--- src/rtl/rca_config_loader.sv ---
// Unpacks the RCA configuration command stream into single-entry write strobes
// for the config register file. Grid bursts are unpacked four selects per data word.
module rca_config_loader #(
  parameter int NUM_RCAS           = 4,
  parameter int NUM_READ_PORTS     = 2,
  parameter int NUM_WRITE_PORTS    = 2,
  parameter int NUM_GRID_MUXES     = 64,
  parameter int GRID_MUX_INPUTS    = 8,
  parameter int GRID_NUM_ROWS      = 4,
  parameter int IO_UNIT_MUX_INPUTS = 8
) (
  input  logic                                  clk,
  input  logic                                  rst,
  input  logic                                  cfg_valid,
  output logic                                  cfg_ready,
  input  logic [31:0]                           cfg_data,
  output logic                                  cfg_active,
  output logic                                  cfg_err,
  input  logic                                  cfg_err_clr,
  output logic [$clog2(NUM_RCAS)-1:0]           rca_sel,
  output logic                                  cpu_fb_reg_addr_wr_en,
  output logic                                  cpu_nfb_reg_addr_wr_en,
  output logic [$clog2(NUM_READ_PORTS)-1:0]     cpu_port_sel,
  output logic                                  cpu_src_dest_port,
  output logic [4:0]                            cpu_reg_addr,
  output logic                                  grid_mux_wr_en,
  output logic [$clog2(NUM_GRID_MUXES)-1:0]     grid_mux_addr,
  output logic [$clog2(GRID_MUX_INPUTS)-1:0]    new_grid_mux_sel,
  output logic                                  io_mux_wr_en,
  output logic [$clog2(GRID_NUM_ROWS)-1:0]      io_mux_addr,
  output logic [$clog2(IO_UNIT_MUX_INPUTS)-1:0] new_io_mux_sel,
  output logic                                  rca_result_mux_wr_en,
  output logic [$clog2(NUM_WRITE_PORTS)-1:0]    rca_result_mux_addr,
  output logic [$clog2(GRID_NUM_ROWS)-1:0]      new_rca_result_mux_sel,
  output logic                                  rca_io_inp_map_wr_en,
  output logic [GRID_NUM_ROWS-1:0]              new_rca_io_inp_map
);
  localparam int RCA_W = $clog2(NUM_RCAS);
  localparam int PS_W  = $clog2(NUM_READ_PORTS);
  localparam int GA_W  = $clog2(NUM_GRID_MUXES);
  localparam int GS_W  = $clog2(GRID_MUX_INPUTS);
  localparam int IA_W  = $clog2(GRID_NUM_ROWS);
  localparam int IS_W  = $clog2(IO_UNIT_MUX_INPUTS);
  localparam int RA_W  = $clog2(NUM_WRITE_PORTS);
  localparam int RS_W  = $clog2(GRID_NUM_ROWS);

  typedef enum logic [1:0] {IDLE, GRID_DATA, GRID_UNPACK} state_t;

  typedef struct packed {
    logic [RCA_W-1:0]         rca_sel;
    logic                     fb_en;
    logic                     nfb_en;
    logic [PS_W-1:0]          port;
    logic                     sd;
    logic [4:0]               reg_addr;
    logic                     grid_en;
    logic [GA_W-1:0]          grid_addr;
    logic [GS_W-1:0]          grid_sel;
    logic                     io_en;
    logic [IA_W-1:0]          io_addr;
    logic [IS_W-1:0]          io_sel;
    logic                     res_en;
    logic [RA_W-1:0]          res_addr;
    logic [RS_W-1:0]          res_sel;
    logic                     map_en;
    logic [GRID_NUM_ROWS-1:0] map;
  } wr_t;

  state_t      state_q, state_d;
  wr_t         wr_q, wr_d;
  logic [15:0] rem_q, rem_d;
  logic [12:0] gaddr_q, gaddr_d;
  logic        ovf_q, ovf_d;
  logic [31:0] word_q, word_d;
  logic [1:0]  bidx_q, bidx_d, cur_idx;
  logic        ready_q, ready_d, active_q, active_d, err_q, err_d, err_set;
  logic        acc, emit, rca_ok;
  logic [GS_W-1:0] sel_v;
  logic [2:0]  op;
  logic [4:0]  rca;
  logic [3:0]  idx;

  assign op  = cfg_data[31:29];
  assign rca = cfg_data[28:24];
  assign idx = cfg_data[23:20];
  assign acc = cfg_valid & ready_q;
  assign rca_ok = 32'(rca) < NUM_RCAS;

  always_comb begin
    state_d = state_q;
    wr_d    = wr_q;
    wr_d.fb_en = 1'b0; wr_d.nfb_en = 1'b0; wr_d.grid_en = 1'b0;
    wr_d.io_en = 1'b0; wr_d.res_en = 1'b0; wr_d.map_en  = 1'b0;
    rem_d   = rem_q;
    gaddr_d = gaddr_q;
    ovf_d   = ovf_q;
    word_d  = word_q;
    bidx_d  = bidx_q;
    cur_idx = bidx_q;
    err_set = 1'b0;
    emit    = 1'b0;
    sel_v   = '0;
    case (state_q)
      IDLE: if (acc) begin
        case (op)
          3'd1: if (rca_ok && 32'(idx) < NUM_READ_PORTS) begin
            wr_d.fb_en = 1'b1; wr_d.sd = 1'b0;
            wr_d.port = idx[PS_W-1:0]; wr_d.reg_addr = cfg_data[4:0];
            wr_d.rca_sel = rca[RCA_W-1:0];
          end else err_set = 1'b1;
          3'd2, 3'd3: if (rca_ok && 32'(idx) < NUM_WRITE_PORTS) begin
            wr_d.fb_en = (op == 3'd2); wr_d.nfb_en = (op == 3'd3); wr_d.sd = 1'b1;
            wr_d.port = idx[PS_W-1:0]; wr_d.reg_addr = cfg_data[4:0];
            wr_d.rca_sel = rca[RCA_W-1:0];
          end else err_set = 1'b1;
          3'd4: if (rca_ok && 32'(idx) < GRID_NUM_ROWS) begin
            wr_d.io_en = 1'b1; wr_d.io_addr = idx[IA_W-1:0];
            wr_d.io_sel = cfg_data[IS_W-1:0]; wr_d.rca_sel = rca[RCA_W-1:0];
          end else err_set = 1'b1;
          3'd5: if (rca_ok && 32'(idx) < NUM_WRITE_PORTS) begin
            wr_d.res_en = 1'b1; wr_d.res_addr = idx[RA_W-1:0];
            wr_d.res_sel = cfg_data[RS_W-1:0]; wr_d.rca_sel = rca[RCA_W-1:0];
          end else err_set = 1'b1;
          3'd6: if (rca_ok) begin
            wr_d.map_en = 1'b1; wr_d.map = cfg_data[GRID_NUM_ROWS-1:0];
            wr_d.rca_sel = rca[RCA_W-1:0];
          end else err_set = 1'b1;
          3'd7: if (cfg_data[15:0] != 16'd0) begin
            rem_d = cfg_data[15:0]; gaddr_d = cfg_data[28:16];
            ovf_d = 1'b0; state_d = GRID_DATA;
          end
          default: ;
        endcase
      end
      GRID_DATA: if (acc) begin
        emit = 1'b1; word_d = cfg_data; sel_v = cfg_data[GS_W-1:0]; cur_idx = 2'd0;
      end
      GRID_UNPACK: begin
        emit = 1'b1; sel_v = word_q[{bidx_q, 3'b000} +: GS_W];
      end
      default: state_d = IDLE;
    endcase
    if (emit) begin
      // The address stalls once past the last mux so it can never wrap back into range
      if (ovf_q || 32'(gaddr_q) >= NUM_GRID_MUXES) begin
        ovf_d = 1'b1; err_set = 1'b1;
      end else begin
        wr_d.grid_en = 1'b1; wr_d.grid_addr = gaddr_q[GA_W-1:0];
        wr_d.grid_sel = sel_v; gaddr_d = gaddr_q + 13'd1;
      end
      rem_d  = rem_q - 16'd1;
      bidx_d = cur_idx + 2'd1;
      if (rem_q == 16'd1)      state_d = IDLE;
      else if (cur_idx == 2'd3) state_d = GRID_DATA;
      else                      state_d = GRID_UNPACK;
    end
    err_d    = (err_q & ~cfg_err_clr) | err_set;
    ready_d  = (state_d != GRID_UNPACK);
    active_d = (state_d != IDLE) | wr_d.fb_en | wr_d.nfb_en | wr_d.grid_en |
               wr_d.io_en | wr_d.res_en | wr_d.map_en;
  end

  always_ff @(posedge clk) begin
    if (rst) begin
      state_q  <= IDLE;
      wr_q     <= '0;
      rem_q    <= '0;
      gaddr_q  <= '0;
      ovf_q    <= 1'b0;
      word_q   <= '0;
      bidx_q   <= '0;
      ready_q  <= 1'b1;
      active_q <= 1'b0;
      err_q    <= 1'b0;
    end else begin
      state_q  <= state_d;
      wr_q     <= wr_d;
      rem_q    <= rem_d;
      gaddr_q  <= gaddr_d;
      ovf_q    <= ovf_d;
      word_q   <= word_d;
      bidx_q   <= bidx_d;
      ready_q  <= ready_d;
      active_q <= active_d;
      err_q    <= err_d;
    end
  end

  assign cfg_ready              = ready_q;
  assign cfg_active             = active_q;
  assign cfg_err                = err_q;
  assign rca_sel                = wr_q.rca_sel;
  assign cpu_fb_reg_addr_wr_en  = wr_q.fb_en;
  assign cpu_nfb_reg_addr_wr_en = wr_q.nfb_en;
  assign cpu_port_sel           = wr_q.port;
  assign cpu_src_dest_port      = wr_q.sd;
  assign cpu_reg_addr           = wr_q.reg_addr;
  assign grid_mux_wr_en         = wr_q.grid_en;
  assign grid_mux_addr          = wr_q.grid_addr;
  assign new_grid_mux_sel       = wr_q.grid_sel;
  assign io_mux_wr_en           = wr_q.io_en;
  assign io_mux_addr            = wr_q.io_addr;
  assign new_io_mux_sel         = wr_q.io_sel;
  assign rca_result_mux_wr_en   = wr_q.res_en;
  assign rca_result_mux_addr    = wr_q.res_addr;
  assign new_rca_result_mux_sel = wr_q.res_sel;
  assign rca_io_inp_map_wr_en   = wr_q.map_en;
  assign new_rca_io_inp_map     = wr_q.map;
endmodule
--- config.mk ---
export PLATFORM = sky130hd
export DESIGN_NAME = rca_config_loader
export DESIGN_NICKNAME = d
export VERILOG_FILES = /design/src/rtl/rca_config_loader.sv
export SDC_FILE = /design/constraint.sdc
export NUM_CORES = 1
export LEC_CHECK = 0
export CORE_AREA = 5 5 94 96
export CTS_CLUSTER_DIAMETER = 60
export CTS_CLUSTER_SIZE = 40
export DETAILED_ROUTE_END_ITERATION = 7
export DIE_AREA = 0 0 99 101
export PLACE_DENSITY = 0.78
export SLEW_MARGIN = 5
export SYNTH_ARGS = -nofsm -noshare
export SYNTH_HDL_FRONTEND = slang
export SYNTH_SLANG_ARGS = --single-unit
--- constraint.sdc ---
create_clock -name clk -period 2.65 [get_ports clk]
set_input_delay 0.3975 -clock clk [delete_from_list [all_inputs] [get_ports clk]]
set_output_delay 0.3975 -clock clk [all_outputs]
set_load 0.005 [all_outputs]
==> flow_summary_export.csv <==
group,metric,value,unit
run_status,status,"finished, final reports clean",
worst_setup_path,r2r_slack,640,ps
clocking,cts.path.max_buffers,2,
drt,routed_wl,10680,um
run,maxCapViolations,0,
clocking,clk_pin_slew_worst_paths,80,ps
sta,fin_skew,10.22,ps
drt,drc,0,
power_and_ir_drop,ir_drop,0.2441,mV
die,io_pins,75,
synthesis,syn_nets,516,
worst_setup_path,worstSetupStartpoint,"cfg_data[26]",
clocking,cts_setup_buffers,0,
final_layout,layoutNonFillerInstCount,665,
sta,period_needed,2245,ps
drt,firstDrtPassIters,4,
sta,finalSetupTns,0,ps
synthesis,avgSynthCellArea,8.398,um2
drt,post_drt_wl_per_cell,16.06,um
synthesis,async_reset_ff_frac,0,
die,die_w,99,um
sta,rsz0062_at_grt,"false",
sta,setup_violations,0,
worst_setup_path,max_stage_delay,440,ps
worst_setup_path,cp-endpoint,"cpu_src_dest_port",
die,dieArea,9999,um2
global_routing,gr-total-overflow,0,
worst_setup_path,r2r-start,"state_q[1]",
worst_setup_path,crit_cells,7,
synthesis,syn-cell-area,3964,um2
final_layout,drive_gt1_frac,0.1071,
clocking,cts_tree,"built",
sta,relSlewSlack,0.4922,
die,start_util,0.4974,
final_layout,fillers,660,
placed_design,dp_hpwl,8004,um
clocking,postCtsHoldBufs,0,
worst_setup_path,critPathTopFamily,"simple AND/OR/NAND/NOR gates",
clocking,numCtsBuffers,9,
worst_setup_path,crit_fanout,8,
placed_design,port_buffers,74,
clocking,clkLatencyLatePin,360,ps
final_layout,area_growth,28.82,%
worst_setup_path,cp_num_buf_inv,2,
placed_design,dp_slack,23.72,ps
synthesis,yosys_warnings,0,
clocking,cts_max_level,3,
clocking,cts-root-buf,"clkbuf_8",
final_layout,fin_nets,601,
synthesis,synth.ff_latch_count,85,
clocking,cts_resized,0,
placed_design,place_inst,651,
min_path,min_path_type,"flop to flop",
sta,fin_crit_sh,0.8471,
sta,hold_viol,0,
die,die_h,101,um
placed_design,gp_congestion,0.8934,
worst_setup_path,startpoint_type,"primary input",
worst_setup_path,crit_chain,"clkdlybuf4s50_1 > or3_4 > or4_4 > or4_1 > buf_4 > mux2i_1 > nor2_1",
worst_setup_path,r2r-end,"rem_q[12]",
clocking,clock-sinks,85,
synthesis,yosysSeqAreaShare,0.4293,
power_and_ir_drop,finalPower,0.002334,W
sta,setup_ws,405.2,ps
final_layout,antenna_cells,0,
global_routing,grt_pass1_vias,3740,
worst_setup_path,cpMaxStageDelayCell,"clkdlybuf4s50_1",
global_routing,grt_max_degree,42,
sta,worst_pin_slew,761.8,ps
worst_setup_path,end_kind,"flop",
drt,viasPerCell,5.722,
power_and_ir_drop,p_leak,1.958,nW
final_layout,register_area,1702,um2
sta,holdWs,462.4,ps
die,row_count,33,
synthesis,synth_cell_types,51,
drt,num_vias,3805,
die,core_area,7969,um2
worst_setup_path,cp.arrival,2500,ps
worst_setup_path,criticalPathCategory,"primary input to flop",
sta,slew_violations,0,
drt,drtIter0Drc,176,
synthesis,synth-edff-count,0,
power_and_ir_drop,cellPowerDensity,457.0,nW/um2
global_routing,antenna_found_initial,0,
global_routing,grt_use_total,0.2172,
sta,fmax,445.5,MHz
synthesis,syn_inst,472,
global_routing,grt_pass1_wl,17550,um
worst_setup_path,rr_worst_depth,8,
final_layout,multi_input_area,2085,um2
synthesis,synthFlopType,"dfxtp_1",
drt,detail-route-antenna-nets,0,
worst_setup_path,crit_required,2900,ps
## Yosys cell counts (all sizes together) (4+ instances only)
master	count	share of area
dfxtp	85	0.43
nand2	68	0.064
a21oi	48	0.061
nor2	45	0.043
mux2i	29	0.073
clkbuf	27	0.026
o21ai	18	0.023
nor3	16	0.020
inv	10	0.0095
nor4	9	0.014
ha	8	0.025
nand3	8	0.010
a31oi	7	0.011
nand2b	7	0.011
nand4	7	0.011
a21o	6	0.011
buf	6	0.011
or4	6	0.013
a22oi	4	0.0076
a311oi	4	0.0088
nor2b	4	0.0063
o21a	4	0.0076
o31ai	4	0.0076
or2	4	0.0063
or3	4	0.0076
## flip-flops by register name (all words and copies together), names as in the netlist, 2 cells and up
register                count
new_grid_mux_sel            3
rem_q                      16
gaddr_q                    13
io_mux_addr                 2
new_io_mux_sel              3
rca_sel                     2
state_q                     2
word_q                     12
new_rca_io_inp_map          4
new_rca_result_mux_sel      2
cpu_reg_addr                5
bidx_q                      2
grid_mux_addr               6
## per-layer routing
metal | up-vias | share of wire | global-route usage
li1 | 1846 | - | -
met2 | 91 | 0.50 | 0.3869
met5 | - | 0 | 0
met4 | 0 | 0.024 | 0.09874
met3 | 24 | 0.041 | 0.04152
met1 | 1844 | 0.44 | 0.2518
## area by class of cell
| cell class | instances | area share |
|---|---|---|
| multi-input combinational | 344 | 0.4082 |
| sequential | 85 | 0.3333 |
| timing repair buffer | 107 | 0.1951 |
| tap | 105 | 0.02573 |
| clock buffer | 10 | 0.02499 |
| inverter | 10 | 0.007351 |
| clock inverter | 4 | 0.005391 |
## worst min path at each step
| stage | start | endpoint | slack [ps] | cells after the start |
|---|---|---|---|---|
| after detailed placement | grid_mux_addr[2] | grid_mux_addr[2] | 450 | 2 |
| final | word_q[0] | word_q[0] | 460 | 2 |
| after CTS | ovf_q | ovf_q | 460 | 2 |
| after global placement | word_q[1] | word_q[1] | 440 | 2 |
| after global routing | word_q[1] | word_q[1] | 480 | 2 |
| after floorplan | word_q[16] | word_q[16] | 430 | 2 |
## power breakdown
group          total [W]  switching (W)  internal (W)
sequential       0.00131      0.0000142       0.00129
clock           0.000776       0.000448      0.000328
combinational   0.000251       0.000131      0.000119
## logic make-up (layout without fill, tap and decap cells)
kind of cell,count (synthesis),after routing,share of synthesized area
buf+inv,43,131,0.04577
flops,85,85,0.4293
simple gates,195,195,0.2415
mux,32,32,0.09028
xor+xnor,1,1,0.002210
fa+ha+maj,8,8,0.02525
compound gates,108,108,0.1657
## layout by cell type (no fill, tap or decap), types with 7 or more instances in the layout
cell type	Yosys	routed
clkdlybuf4s50_1	0	73
nor4_1	9	9
nand2b_1	7	7
buf_4	1	32
a21oi_1	48	48
nor3_1	16	16
mux2i_1	29	29
nand2_1	68	68
ha_1	8	8
nand4_1	7	7
nand3_1	8	8
nor2_1	45	45
inv_1	10	10
dfxtp_1	85	85
clkbuf_8	0	9
a31oi_1	7	7
o21ai_0	18	17
## per-stage QoR
step | util | area (um2)
final | 0.6408 | 5106
after global placement | 0.6213 | 4951
after CTS | 0.6408 | 5106
after detailed placement | 0.6213 | 4951
after global routing | 0.6408 | 5106
after floorplan | - | 3964
## worst min-delay path: cells and delay by family, from the launching register on
| family | cells | cell delay, ps |
|---|---|---|
| compound gates | 1 | 50 |
| flops | 1 | 320 |
| simple gates | 1 | 50 |
(Power assumes the default switching activity.)
